**src/rtl/key_conditioner.sv**
```systemverilog
// Push-button conditioner: per-key two-flop synchroniser, stable-time debounce FSM,
// registered active-low level output and one-cycle active-low press strobe.
module key_conditioner #(
    parameter int unsigned NUM_KEYS        = 3,
    parameter int unsigned DEBOUNCE_CYCLES = 500000,
    parameter int unsigned CNT_W           = 20
) (
    input  logic                Clock,
    input  logic                Reset_n,
    input  logic [NUM_KEYS-1:0] Key_n,
    output logic [NUM_KEYS-1:0] Level_n,
    output logic [NUM_KEYS-1:0] Press_n
);

    // The sample that first differs already counts as one, so a pending state
    // starts at 1 and accepts on reaching DEBOUNCE_CYCLES-1.
    localparam logic [CNT_W-1:0] CNT_LAST   = CNT_W'(DEBOUNCE_CYCLES - 1);
    localparam logic [CNT_W-1:0] CNT_ONE    = CNT_W'(1);
    localparam bit               ACCEPT_NOW = (DEBOUNCE_CYCLES == 1);

    typedef enum logic [1:0] {
        ST_UP        = 2'd0,
        ST_DOWN_PEND = 2'd1,
        ST_DOWN      = 2'd2,
        ST_UP_PEND   = 2'd3
    } state_e;

    logic [NUM_KEYS-1:0] s1_q, s1_d;
    logic [NUM_KEYS-1:0] s2_q, s2_d;

    always_comb begin
        s1_d = Key_n;
        s2_d = s1_q;
    end

    always_ff @(posedge Clock or negedge Reset_n) begin
        if (!Reset_n) begin
            s1_q <= '1;
            s2_q <= '1;
        end else begin
            s1_q <= s1_d;
            s2_q <= s2_d;
        end
    end

    for (genvar i = 0; i < NUM_KEYS; i++) begin : g_ch
        state_e           state_q, state_d;
        logic [CNT_W-1:0] cnt_q, cnt_d;
        logic             level_q, level_d;
        logic             press_q, press_d;

        always_ff @(posedge Clock or negedge Reset_n) begin
            if (!Reset_n) begin
                state_q <= ST_UP;
                cnt_q   <= '0;
                level_q <= 1'b1;
                press_q <= 1'b1;
            end else begin
                state_q <= state_d;
                cnt_q   <= cnt_d;
                level_q <= level_d;
                press_q <= press_d;
            end
        end

        always_comb begin
            state_d = state_q;
            cnt_d   = cnt_q;
            level_d = level_q;
            press_d = 1'b1;
            unique case (state_q)
                ST_UP: begin
                    if (!s2_q[i]) begin
                        if (ACCEPT_NOW) begin
                            state_d = ST_DOWN;
                            level_d = 1'b0;
                            press_d = 1'b0;
                        end else begin
                            state_d = ST_DOWN_PEND;
                            cnt_d   = CNT_ONE;
                        end
                    end
                end
                ST_DOWN_PEND: begin
                    if (s2_q[i]) begin
                        state_d = ST_UP;
                        cnt_d   = '0;
                    end else if (cnt_q == CNT_LAST) begin
                        state_d = ST_DOWN;
                        level_d = 1'b0;
                        press_d = 1'b0;
                        cnt_d   = '0;
                    end else begin
                        cnt_d = cnt_q + CNT_ONE;
                    end
                end
                ST_DOWN: begin
                    if (s2_q[i]) begin
                        if (ACCEPT_NOW) begin
                            state_d = ST_UP;
                            level_d = 1'b1;
                        end else begin
                            state_d = ST_UP_PEND;
                            cnt_d   = CNT_ONE;
                        end
                    end
                end
                ST_UP_PEND: begin
                    if (!s2_q[i]) begin
                        state_d = ST_DOWN;
                        cnt_d   = '0;
                    end else if (cnt_q == CNT_LAST) begin
                        state_d = ST_UP;
                        level_d = 1'b1;
                        cnt_d   = '0;
                    end else begin
                        cnt_d = cnt_q + CNT_ONE;
                    end
                end
                default: begin
                    state_d = ST_UP;
                    cnt_d   = '0;
                end
            endcase
        end

        assign Level_n[i] = level_q;
        assign Press_n[i] = press_q;
    end

endmodule

```
**config.mk**
```make
export PLATFORM = sky130hd
export DESIGN_NAME = key_conditioner
export DESIGN_NICKNAME = d
export VERILOG_FILES = /design/src/rtl/key_conditioner.sv
export SDC_FILE = /design/constraint.sdc
export NUM_CORES = 1
export LEC_CHECK = 0
export CORE_ASPECT_RATIO = 1.75
export CORE_MARGIN = 3
export CORE_UTILIZATION = 40
export CTS_CLUSTER_DIAMETER = 50
export DETAILED_ROUTE_END_ITERATION = 8
export SYNTH_ARGS = -nofsm -noshare
export SYNTH_HDL_FRONTEND = slang
export SYNTH_SLANG_ARGS = --single-unit
```
**constraint.sdc**
```tcl
create_clock -name Clock -period 2.1 [get_ports Clock]
set_input_delay 0.42 -clock Clock [delete_from_list [all_inputs] [get_ports Clock]]
set_output_delay 0.42 -clock Clock [all_outputs]
set_load 0.02 [all_outputs]
```
### Word-level counts from Yosys, hierarchy flattened

Cells that the tools add are included.

| storage, ports and cells | value |
|---|---|
| logic and storage cells | 131 |
| output and inout port bits | 6 |
| register bits after elaboration | 78 |

| cells by class | value |
|---|---|
| reductions and logical operators | 15 |
| mux-type cells | 63 |
| add/subtract/negate cells | 3 |
| equal/unequal tests | 36 |

Operator list:

| cell | number |
|---|---|
| $mux W20 | 15 |
| $pmux W20 S4 | 3 |
| $add A20 B1 Y20 const B | 3 |
| $eq A20 B19 Y1 const B | 3 |
| $mux W2 | 18 |
| $ne A2 B2 Y1 const B | 18 |
| $pmux W2 S4 | 3 |
| $mux W1 | 21 |
| $ne A3 B3 Y1 const B | 6 |
| $reduce_and A5 Y1 | 3 |
| $eq A2 B2 Y1 const B | 6 |
| $reduce_and A4 Y1 | 3 |
| $eq A2 B1 Y1 const B | 3 |
| $logic_not A2 Y1 | 3 |
| $pmux W1 S2 | 3 |
| $reduce_and A2 Y1 | 3 |
| $reduce_bool A2 Y1 | 3 |

### Depth between registers and ports, before layout

| depth | value |
|---|---|
| depth after elaboration | 4 |
| mapped depth | 8 |
| depth with buffers taken out | 6 |

### Worst setup path after synthesis

No wires, ideal clock.

| path | value |
|---|---|
| path type | reg2reg |
| start point | register g_ch[2].cnt_q[0] |
| end point | register g_ch[2].cnt_q[10] |
| stages on the path, launching flop included | 9 |
| path buffers | 2 |
| clock period less this slack | 1.941 ns |
| setup slack | 0.159 ns |
| setup time | 0.130 ns |
| data arrival time | 1.811 ns |
| path through | dfrtp_1 > ha_1 > and4_1 > nand4_1 > o311a_1 > buf_2 > buf_6 > a21oi_1 > mux2i_1 |

| on the way | value |
|---|---|
| word-level cells in the longest chain between the ends | 4 |
| elaborated cells between the ends (all ways) | 6 |

Ends and longest elaborated chain:

| element | line | source |
|---|---|---|
| start, declared | 48 | `logic [CNT_W-1:0] cnt_q, cnt_d;` |
| start signal, assigned | 60 | `cnt_q <= cnt_d;` |
| $add A20 B1 Y20 or $eq A20 B19 Y1 (tied branches) | n/a |  |
| $mux W20 (*) | 88, 112 |  |
| $mux W20 (on tied branches) | 109, 85 |  |
| $pmux W20 S4 (*) | 71 | `unique case (state_q)` |

Mark *: on every way between the ends. The rest lies on a longest branch, timed or not.
A chain may end at the register's enable or synchronous reset.

### Worst setup path after layout

| path | value |
|---|---|
| start point | register g_ch[1].cnt_q[0] |
| end point | register g_ch[1].cnt_q[11] |

| on the way | value |
|---|---|
| word-level cells in the longest chain between the ends | 4 |
| elaborated cells between the ends (all ways) | 6 |

Ends and longest elaborated chain:

| element | line |
|---|---|
| start, declared | 48 |
| start signal, assigned | 60 |
| $add A20 B1 Y20 or $eq A20 B19 Y1 (tied branches) | n/a |
| $mux W20 (*) | 88, 112 |
| $mux W20 (on tied branches) | 109, 85 |
| $pmux W20 S4 (*) | 71 |

Marked as above.

==> report_table.html <==
<table>
<tr><th>Metric</th><th>Value</th></tr>
<tr><th colspan="2">Power and ir drop</th></tr>
<tr><td>Clock network power share</td><td>41.2%</td></tr>
<tr><td>Leakage</td><td>2.02 nW</td></tr>
<tr><td>Power Internal</td><td>0.00276 W</td></tr>
<tr><td>Total power of the final layout</td><td>around 0.0038 W</td></tr>
<tr><td>Switching component of the power</td><td>0.00101 W</td></tr>
<tr><td>Power share of the sequential group</td><td>45.2%</td></tr>
<tr><td>PD cells</td><td>773 nW/um^2</td></tr>
<tr><td>Largest voltage drop on the vdd net</td><td>between 0.4 and 0.5 mV</td></tr>
<tr><td>Sw frac</td><td>26.7%</td></tr>
<tr><td>Gate power share</td><td>between 10 and 15%</td></tr>
<tr><th colspan="2">Finish</th></tr>
<tr><td>Number of antenna cells inserted</td><td>0</td></tr>
<tr><td>Final #Nets</td><td>slightly below 500</td></tr>
<tr><td>Ratio of cells with drive above 1 in the final layout</td><td>~18%</td></tr>
<tr><td>Area growth from synthesis to layout</td><td>16.3%</td></tr>
<tr><td>Final core utilization</td><td>48.6%</td></tr>
<tr><th colspan="2">Die</th></tr>
<tr><td>Horizontal extent of the die</td><td>83.4 um</td></tr>
<tr><td>Effective utilization at floorplan</td><td>between 40% and 50%</td></tr>
<tr><td>Die area</td><td>11,800 sq um</td></tr>
<tr><td>Area of the core region</td><td>10,000 sq um</td></tr>
<tr><td>Die Ht</td><td>141 um</td></tr>
<tr><td>Number of placed I/O pins</td><td>11</td></tr>
<tr><td>Number of core rows</td><td>48</td></tr>
<tr><th colspan="2">Yosys</th></tr>
<tr><td>Largest family of logic cells by synthesized area</td><td>simple AND/OR/NAND/NOR gates</td></tr>
<tr><td>Mapped Cells</td><td>449</td></tr>
<tr><td>Yosys synthesis warning count</td><td>0</td></tr>
<tr><td>Share of synthesized area occupied by flip-flops and latches</td><td>a little under half</td></tr>
<tr><td>Proportion of register bits with asynchronous set or reset after synthesis</td><td>100%</td></tr>
<tr><td>Number of distinct library cells after synthesis</td><td>54</td></tr>
<tr><td>Dominant cell by count in the synthesized netlist</td><td>sky130_fd_sc_hd__dfrtp_1</td></tr>
<tr><td>Total standard cell area after synthesis</td><td>about 4200 sq um</td></tr>
<tr><td>Largest area contributor in the synthesized netlist</td><td>sky130_fd_sc_hd__dfrtp_1</td></tr>
<tr><td>Synth Net Count</td><td>roughly 460</td></tr>
<tr><td>#FFs+latches synth</td><td>78</td></tr>
<tr><td>Dominant register cell in the synthesized netlist</td><td>sky130_fd_sc_hd__dfrtp_1</td></tr>
<tr><td>Xor/xnor share of the synthesized area</td><td>0.627%</td></tr>
<tr><td>Area share of fa/ha/maj cells after synthesis</td><td>0.896%</td></tr>
<tr><td>Simple logic cell fraction of the synthesized area</td><td>22.9%</td></tr>
<tr><td>Share of the synthesized area in compound gates (AO/OA/AOI/OAI)</td><td>20.8%</td></tr>
<tr><td>Number of flops mapped to enable cells by yosys</td><td>0</td></tr>
<tr><td>Per-instance average area after synthesis</td><td>roughly 9.3 sq um</td></tr>
<tr><td>Proportion of netlist area held by the largest area contributor</td><td>39.4%</td></tr>
<tr><td>Leading cell types by count after synthesis</td><td>66 x sky130_fd_sc_hd__dfrtp_1, 43 x sky130_fd_sc_hd__nand2_1, 37 x sky130_fd_sc_hd__a21oi_1, 36 x sky130_fd_sc_hd__nand3_1, 33 x sky130_fd_sc_hd__a31oi_1</td></tr>
<tr><td>Main area contributors after synthesis</td><td>sky130_fd_sc_hd__dfrtp_1 39%, sky130_fd_sc_hd__dfstp_2 7.5%, sky130_fd_sc_hd__a31oi_1 4.9%</td></tr>
<tr><td>Proportion of synthesized area in mux cells</td><td>2.18%</td></tr>
<tr><th colspan="2">Timing</th></tr>
<tr><td>Clock Skews</td><td>0.00986 ns</td></tr>
<tr><td>Minimum period implied by the final worst setup slack</td><td>1.98 ns</td></tr>
<tr><td>Final number of setup-violating endpoints</td><td>0</td></tr>
<tr><td>Final slew viol count</td><td>0</td></tr>
<tr><td>Share of the clock period used by the worst path</td><td>between 90% and 100%</td></tr>
<tr><td>Post-route setup TNS</td><td>0 ns</td></tr>
<tr><td>Final worst setup slack</td><td>0.123 ns</td></tr>
<tr><td>Worst max-slew margin expressed relative to the limit</td><td>39.9%</td></tr>
<tr><td>Hold violation total from the final report</td><td>0</td></tr>
<tr><td>Setup repair after global routing missed its margin</td><td>true</td></tr>
<tr><td>Worst Tran Pin Value</td><td>0.898 ns</td></tr>
<tr><td>Fmax</td><td>~510 MHz</td></tr>
<tr><th colspan="2">Job</th></tr>
<tr><td>Max-capacitance violation count</td><td>0</td></tr>
<tr><th colspan="2">Clock network</th></tr>
<tr><td>CTS tree</td><td>built</td></tr>
<tr><td>Number of sinks driven by the clock tree</td><td>78</td></tr>
<tr><td>Clk_lat worst skew</td><td>around 0.33 ns</td></tr>
<tr><td>CTS clk-pin slew, worst paths</td><td>0.06 ns</td></tr>
<tr><td>Buffer type at the clock tree root</td><td>sky130_fd_sc_hd__clkbuf_16</td></tr>
<tr><td>Count of H-tree levels built during CTS</td><td>3</td></tr>
<tr><td>Clock buffers created by TritonCTS</td><td>9</td></tr>
<tr><td>Hold buffer count at CTS</td><td>0</td></tr>
<tr><td>Longest Clk Path Bufs</td><td>2</td></tr>
<tr><th colspan="2">Placement</th></tr>
<tr><td>Post-detailed-placement half-perimeter wirelength</td><td>slightly below 7000 um</td></tr>
<tr><td>Setup Slack @ Placement</td><td>around 0.083 ns</td></tr>
<tr><td>Placer congestion estimate</td><td>0.837</td></tr>
<tr><td>Port bufs</td><td>10</td></tr>
<tr><th colspan="2">Critical path</th></tr>
<tr><td>Reg-to-reg critical path endpoint</td><td>g_ch[1].cnt_q[11]</td></tr>
<tr><td>Count of cells along the worst register-to-register path</td><td>7</td></tr>
<tr><td>Required arrival time at the worst endpoint</td><td>2.32 ns</td></tr>
<tr><td>Nature of the critical path startpoint</td><td>register</td></tr>
<tr><td>Worst Path Arrival</td><td>approximately 2.2 ns</td></tr>
<tr><td>Worst reg2reg setup slack</td><td>0.12 ns</td></tr>
<tr><td>WS Path Type</td><td>register to register</td></tr>
<tr><td>Crit Reg-Reg Startpoint</td><td>g_ch[1].cnt_q[0]</td></tr>
<tr><td>Maximum net fanout on the critical path</td><td>8</td></tr>
<tr><td>Worst Setup End Kind</td><td>register</td></tr>
<tr><th colspan="2">Detailed routing</th></tr>
<tr><td>Router iterations before antenna repair</td><td>4</td></tr>
<tr><td>Routed len/inst</td><td>15.6 um</td></tr>
<tr><td>Total wire length</td><td>approximately 9500 um</td></tr>
<tr><td>Number of remaining DRC errors</td><td>0</td></tr>
<tr><td>Detailed-route via count</td><td>3,549</td></tr>
<tr><td>Routed vias/inst</td><td>5.83</td></tr>
<tr><td>Initial DRC count</td><td>257</td></tr>
<tr><td>Number of nets with antenna violations after routing</td><td>0</td></tr>
<tr><th colspan="2">Global routing</th></tr>
<tr><td>Global Route Usage Sum</td><td>17.0%</td></tr>
<tr><td>Largest net degree at the start of global routing</td><td>39</td></tr>
<tr><td>Number of antenna violations at the first check in global routing</td><td>0</td></tr>
<tr><td>GR Overflow Total</td><td>0</td></tr>
<tr><td>Number of global-route vias before repair</td><td>3,510</td></tr>
<tr><td>Global-route wire length before repair</td><td>16,500 um</td></tr>
<tr><th colspan="2">Status</th></tr>
<tr><td>Outcome</td><td>finished, final reports clean</td></tr>
<tr><th colspan="2">Worst hold path</th></tr>
<tr><td>Min-Delay Path Class</td><td>input port to asynchronous set/reset pin</td></tr>
</table>
metal layers:
layer  wire [um]  vias up  global-route usage [%]
li1            -     1744                       -
met1        4080     1718                    19.9
met4         214        0                    7.41
met2        4880       66                    30.0
met3         302       21                    3.25
met5           0        -                       0
stage by stage:
step | area, sq um | hold slack, ns | instances
after floorplan | 4190 | 0.124 | 449
after global placement | 4530 | 0.346 | 590
after detailed placement | 4530 | 0.349 | 590
after CTS | 4820 | 0.0618 | 606
after global routing | 4870 | 0.0757 | 609
final | 4870 | 0.0436 | 609
logic make-up after synthesis:
| group | after synthesis |
|---|---|
| DFF | 78 |
| xor gates and xnor gates | 3 |
| muxes | 9 |
| buffers and inverters | 42 |
| and+or+nand+nor | 181 |
| adders and majority gates | 3 |
| AOI/OAI and AO/OA | 133 |
cell usage in the layout, fill, tap and decap left out, drive strengths merged, types with 7 or more instances in the layout:
cell	n
mux2i	8
or2	7
a22o	7
and3	10
clkbuf	10
a21oi	38
nor2	20
dfrtp	66
a31oi	33
o21ai	23
nor3	13
nand4	15
dfstp	12
clkdlybuf4s50	9
or3	10
buf	37
nand2	43
nand3	36
inv	16
what timing repair did:
| item | 4_1_cts | 5_1_grt |
|---|---|---|
| buffers inserted | 0 | 3 |
| gates resized for setup | 0 | 7 |
| setup endpoints to repair | 0 | 21 |
sequential cells by signal, summed over array words and instances, names as in the netlist, named ones only:
name	cells
g_ch.cnt_q	60
g_ch.level_q	3
g_ch.press_q	3
g_ch.state_q	3
s1_q	3
s2_q	3
power groups by stage:
stage | Sequential [W] | Combinational [W] | Clock (W)
3_3_place_gp | 0.00173 | 0.000468 | 0
6_report | 0.00170 | 0.000513 | 0.00155
5_1_grt | 0.00172 | 0.000582 | 0.00167
2_1_floorplan | 0.00171 | 0.000335 | 0
3_5_place_dp | 0.00173 | 0.000481 | 0
4_1_cts | 0.00171 | 0.000482 | 0.00160
worst max-delay path, stage by stage (launching register included):
cell and delay (ns):
sky130_fd_sc_hd__dfrtp_1 0.38, sky130_fd_sc_hd__ha_2 0.21, sky130_fd_sc_hd__and4_4 0.24, sky130_fd_sc_hd__nand4_1 0.18, sky130_fd_sc_hd__o311ai_2 0.33, sky130_fd_sc_hd__buf_4 0.22, sky130_fd_sc_hd__o21ai_2 0.07, sky130_fd_sc_hd__a22o_1 0.23
worst max-delay path by stage:
stage / slack, ns / endpoint / from
after floorplan: 0.16 / g_ch[2].cnt_q[10] / g_ch[2].cnt_q[0]
after global placement: 0.14 / g_ch[1].cnt_q[5] / g_ch[1].cnt_q[0]
after detailed placement: 0.08 / g_ch[1].cnt_q[5] / g_ch[1].cnt_q[0]
after CTS: 0.07 / g_ch[1].cnt_q[5] / g_ch[1].cnt_q[0]
after global routing: -0.004 / g_ch[1].cnt_q[11] / g_ch[1].cnt_q[0]
final: 0.12 / g_ch[1].cnt_q[11] / g_ch[1].cnt_q[0]
layout make-up:
type,count,area [sq um]
Fill cell,921,5160
Multi-Input combinational cell,329,2010
Sequential cell,78,1970
Timing Repair Buffer,46,384
Clock buffer,10,239
Tap cell,125,156
Clock inverter,6,58.8
Inverter,15,56.3
(Power assumes the default switching activity.)
